## src/rtl/pattern_sequencer.sv

```systemverilog
// rtl/pattern_sequencer.sv - plays a range of pattern buffer fields out as a byte stream
module pattern_sequencer #(
    parameter int NBUF   = 8,
    parameter int NFIELD = 32,
    parameter int DW     = 8,
    localparam int BW    = $clog2(NBUF),
    localparam int FW    = $clog2(NFIELD)
) (
    input  logic          clk,
    input  logic          rst,
    input  logic          start,
    input  logic          stop,
    input  logic          loop_en,
    input  logic [BW-1:0] first_buf,
    input  logic [BW-1:0] last_buf,
    input  logic [FW-1:0] last_field,
    output logic [BW-1:0] bufp,
    output logic [FW-1:0] fieldp,
    input  logic [DW-1:0] field_byte,
    output logic [DW-1:0] out_data,
    output logic          out_valid,
    input  logic          out_ready,
    output logic          busy,
    output logic          done,
    output logic [15:0]   byte_count
);

    typedef enum logic [1:0] {
        S_IDLE  = 2'd0,
        S_FETCH = 2'd1,
        S_EMIT  = 2'd2,
        S_DONE  = 2'd3
    } state_t;

    state_t        state_q, state_d;
    logic [BW-1:0] bufp_q, bufp_d;
    logic [FW-1:0] fieldp_q, fieldp_d;
    logic [DW-1:0] out_data_q, out_data_d;
    logic          out_valid_q, out_valid_d;
    logic [15:0]   byte_count_q, byte_count_d;
    logic [BW-1:0] first_buf_q, first_buf_d;
    logic [BW-1:0] last_buf_q, last_buf_d;
    logic [FW-1:0] last_field_q, last_field_d;

    logic          handshake;
    logic [BW-1:0] bufp_inc;

    assign handshake = out_valid_q && out_ready;
    // Buffer index steps upward and wraps from the top buffer back to zero.
    assign bufp_inc  = (bufp_q == BW'(NBUF - 1)) ? '0 : bufp_q + BW'(1);

    // Next-state and datapath decisions for the playback FSM.
    always_comb begin
        state_d      = state_q;
        bufp_d       = bufp_q;
        fieldp_d     = fieldp_q;
        out_data_d   = out_data_q;
        out_valid_d  = out_valid_q;
        byte_count_d = byte_count_q;
        first_buf_d  = first_buf_q;
        last_buf_d   = last_buf_q;
        last_field_d = last_field_q;

        case (state_q)
            S_IDLE: begin
                if (start && !stop) begin
                    first_buf_d  = first_buf;
                    last_buf_d   = last_buf;
                    last_field_d = last_field;
                    bufp_d       = first_buf;
                    fieldp_d     = '0;
                    byte_count_d = '0;
                    state_d      = S_FETCH;
                end
            end
            S_FETCH: begin
                if (stop) begin
                    out_valid_d = 1'b0;
                    state_d     = S_IDLE;
                end else begin
                    out_data_d  = field_byte;
                    out_valid_d = 1'b1;
                    state_d     = S_EMIT;
                end
            end
            S_EMIT: begin
                if (handshake) begin
                    byte_count_d = byte_count_q + 16'd1;
                    out_valid_d  = 1'b0;
                    if (fieldp_q != last_field_q) begin
                        fieldp_d = fieldp_q + FW'(1);
                        state_d  = S_FETCH;
                    end else if (bufp_q != last_buf_q) begin
                        fieldp_d = '0;
                        bufp_d   = bufp_inc;
                        state_d  = S_FETCH;
                    end else if (loop_en) begin
                        fieldp_d = '0;
                        bufp_d   = first_buf_q;
                        state_d  = S_FETCH;
                    end else begin
                        state_d  = S_DONE;
                    end
                end
                // An abort wins over any advance; an accepted byte still counts.
                if (stop) begin
                    bufp_d      = bufp_q;
                    fieldp_d    = fieldp_q;
                    out_valid_d = 1'b0;
                    state_d     = S_IDLE;
                end
            end
            S_DONE: begin
                state_d = S_IDLE;
            end
            default: begin
                state_d = S_IDLE;
            end
        endcase
    end

    // State and datapath registers with asynchronous reset.
    always_ff @(posedge clk or posedge rst) begin
        if (rst) begin
            state_q      <= S_IDLE;
            bufp_q       <= '0;
            fieldp_q     <= '0;
            out_data_q   <= '0;
            out_valid_q  <= 1'b0;
            byte_count_q <= '0;
            first_buf_q  <= '0;
            last_buf_q   <= '0;
            last_field_q <= '0;
        end else begin
            state_q      <= state_d;
            bufp_q       <= bufp_d;
            fieldp_q     <= fieldp_d;
            out_data_q   <= out_data_d;
            out_valid_q  <= out_valid_d;
            byte_count_q <= byte_count_d;
            first_buf_q  <= first_buf_d;
            last_buf_q   <= last_buf_d;
            last_field_q <= last_field_d;
        end
    end

    assign bufp       = bufp_q;
    assign fieldp     = fieldp_q;
    assign out_data   = out_data_q;
    assign out_valid  = out_valid_q;
    assign byte_count = byte_count_q;
    assign busy       = (state_q != S_IDLE);
    assign done       = (state_q == S_DONE);

endmodule

```

## config.mk

```make
export PLATFORM = sky130hd
export DESIGN_NAME = pattern_sequencer
export DESIGN_NICKNAME = d
export VERILOG_FILES = /design/src/rtl/pattern_sequencer.sv
export SDC_FILE = /design/constraint.sdc
export NUM_CORES = 1
export LEC_CHECK = 0
export ABC_AREA = 0
export CAP_MARGIN = 20
export CORE_UTILIZATION = 35
export CTS_BUF_LIST = sky130_fd_sc_hd__clkbuf_2 sky130_fd_sc_hd__clkbuf_4 sky130_fd_sc_hd__clkbuf_8
export DETAILED_ROUTE_END_ITERATION = 8
export MAX_ROUTING_LAYER = met4
export PLACE_DENSITY = 0.69
export SLEW_MARGIN = 20
export SYNTH_ARGS = -nofsm -noshare
export SYNTH_HDL_FRONTEND = slang
export SYNTH_SLANG_ARGS = --single-unit
```

## constraint.sdc

```tcl
create_clock -name clk -period 4.2 [get_ports clk]
set_clock_uncertainty 0.05 [all_clocks]
set_input_delay 0.42 -clock clk [delete_from_list [all_inputs] [get_ports clk]]
set_output_delay 0.42 -clock clk [all_outputs]
set_load 0.005 [all_outputs]
```

==> flow_summary.toml <==
[run_status]
status = "finished, final reports clean"

[routing]
drt_iter0_drc = 45
viasPerCell = 5.003
antenna_left = 0
drc = 0
num_vias = 1701
post_drt_wl_per_cell_um = 13.46
wirelength_um = 4576
drtPass1Iterations = 4

[synth]
synth.avg_cell_area_um2 = 11.32
ys_ff_latch = 46
synth_top_area_share_pct = 50.36
synth-async-reset-ratio_pct = 100.0
yosysSeqAreaShare_pct = 50.36
ys_top_cells_by_area = "dfrtp_1, mux2_2, xnor2_1"
yosysWarnings = 0
synth.cell_area_mm2 = 0.002286
synth_top_flop_cell = "dfrtp_1"
synth_common_cells = "dfrtp_1, mux2_2, nor2_1"
netlist_instances = 202
yosys.area.top_type = "dfrtp_1"
synth_nets = 231
post-synth-top-count-cell = "dfrtp_1"
synth_edf_count = 0
ys_types = 38

[floorplanning]
die_area_mm2 = 0.006858
coreArea_mm2 = 0.006314
initial_utilization_pct = 36.21
die_x_um = 82.82
die-height_um = 82.82
num_rows = 29
io_pins = 60

[grt]
gr-total-overflow = 0
grt_pass1_vias = 1737
grt_max_degree = 47
grt_use_total_pct = 14.75
antenna_found_initial = 0
grt_pass1_wl_um = 8004

[cts]
cts_sinks = 46
hold_buffers = 0
numCtsBuffers = 5
clk_path_buf_depth = 2
root_buffer = "clkbuf_8"
cts_tree = "done"
clk_latency_ps = 290
ctsResizeCount = 0
clkTransAtPathRegs_ps = 80
post_cts_buffers = 0
htree_levels = 2

[worst_setup_path]
path_cells = "clkdlybuf4s50_1 -> or3b_4 -> nor2_2 -> buf_4 -> mux2_2"
required_ps = 4320
r2r-start = "state_q[0]$_DFFE_PP0P_"
max_stage_delay_ps = 530
critPathSlowestCell = "clkdlybuf4s50_1"
r2r_cells = 4
arrival_ps = 2470
timing.rr.end = "fieldp[0]$_DFFE_PP0P_"
rrSetupSlack_ps = 1940
path_class = "in -> reg"
cp-start-kind = "input port"
cp_max_fo = 17
endpoint_kind = "register"

[timing]
fin_crit_sh_pct = 55.91
setup_viol = 0
tightest_slew_ps = 929.1
final.min_clock_period_ps = 2348
rsz0062_at_grt = "false"
fmax_mhz = 425.9
relSlewSlack_pct = 37.97
final-max-slew-violation-count = 0
setup_tns_ps = 0
hold_violations = 0

[hold_path]
min_path_cells = 1
worstHoldStart = "out_data[0]$_DFFE_PP0P_"
hold_path_end = "out_data[0]$_DFFE_PP0P_"
min_path_type = "reg -> reg"

[placed_design]
place.gp.congestion = 0.7020
io_buffers = 59
dp_hpwl_um = 3439

[flow_run]
max_cap_violations = 0

[final_layout]
n_antenna_cell = 0
num-nets-final = 291
drive_gt1_share_pct = 15.97
area_growth_pct = 33.83
postLayoutCoreUtil_pct = 48.45
fillCellCount = 619

[power]
power_density_mw_per_mm2 = 398.8
p_leak_nw = 1.248
power_mw = 1.220
vdd_ir_drop_max_mv = 0.2272
-- flip-flops by register name (all words and copies together), names as in the netlist --
| signal | count |
|---|---|
| out_data | 8 |
| last_field_q | 5 |
| byte_count | 16 |
| bufp | 3 |
| fieldp | 5 |
| last_buf_q | 3 |
| first_buf_q | 3 |
| out_valid | 1 |
| state_q | 2 |
-- critical path: cells and delay by family --
kind / cells / cell delay, ps
buffers and inverters: 2 / 840
multiplexers: 1 / 350
AND/OR/NAND/NOR: 2 / 860
-- per-stage QoR --
stage                     worst slack, ps  instance area [um^2]  hold WS [ps]  instances
after global routing                 1672                  3059         483.0        340
after floorplan                      2384                  2286         430.5        202
final                                1852                  3059         462.8        340
after global placement               1576                  2945         440.1        332
after CTS                            1849                  3059         466.9        340
after detailed placement             1549                  2945         447.6        332
-- placed cells by master, fill, tap and decap left out, types with 2 or more instances in the layout --
cell type,synthesis,routed
dfrtp_1,46,46
and2_1,2,2
clkbuf_8,0,5
clkdlybuf4s50_1,0,59
nor3b_2,2,2
mux2_2,23,23
a221o_1,2,2
xor2_1,10,10
inv_1,3,2
o21ai_0,8,8
nor2b_1,3,3
and4_1,2,2
or3_1,3,3
a21oi_1,4,4
and3_1,3,3
nand2_1,13,13
xnor2_1,10,10
mux2i_1,3,3
nor2_1,22,22
clkbuf_4,0,2
nand3_1,12,12
a2111oi_4,2,2
ha_1,4,4
nand4_1,5,5
-- cells by family (layout without fill, tap and decap cells) --
logic type	after synthesis	in the layout	synth area share, %
xor+xnor	20	20	7.662
flops	46	46	50.36
simple gates	72	72	16.15
buf+inv	10	71	2.025
mux	26	26	12.64
compound gates	24	24	8.977
fa+ha+maj	4	4	2.189
-- routing by layer --
layer / share of wire, % / up-vias / global-route usage (%)
met5: 0 / - / -
met4: 1.5 / 0 / 4.545
met3: 4.6 / 8 / 3.976
met2: 49 / 39 / 23.70
met1: 45 / 825 / 18.18
li1: - / 829 / -
-- area by class of cell --
class	instances	area (um^2)	area share [%]
timing repair buffer	60	598.1	19.55
clock buffer	7	83.83	2.740
tap	77	96.34	3.149
sequential	46	1151	37.63
clock inverter	1	30.03	0.9816
multi-input combinational	146	1089	35.58
inverter	3	11.26	0.3681
-- power breakdown --
group / leakage, nW / total (mW) / switching (mW) / internal [mW]
registers: 0.590 / 0.576 / 0.0626 / 0.513
clock network: 0.0593 / 0.333 / 0.142 / 0.191
logic: 0.599 / 0.311 / 0.109 / 0.202
total: 1.25 / 1.22 / 0.314 / 0.906
-- worst max-delay path by stage --
stage | from | endpoint | slack, ps
final | stop | last_field_q[3]$_DFFE_PP0P_ | 1850
after global routing | state_q[0]$_DFFE_PP0P_ | fieldp[3]$_DFFE_PP0P_ | 1670
after CTS | stop | last_field_q[3]$_DFFE_PP0P_ | 1850
after detailed placement | stop | last_field_q[2]$_DFFE_PP0P_ | 1550
after global placement | stop | last_field_q[3]$_DFFE_PP0P_ | 1580
after floorplan | stop | last_buf_q[0]$_DFFE_PP0P_ | 2380
Note: power is estimated with default switching activity, not from simulation.
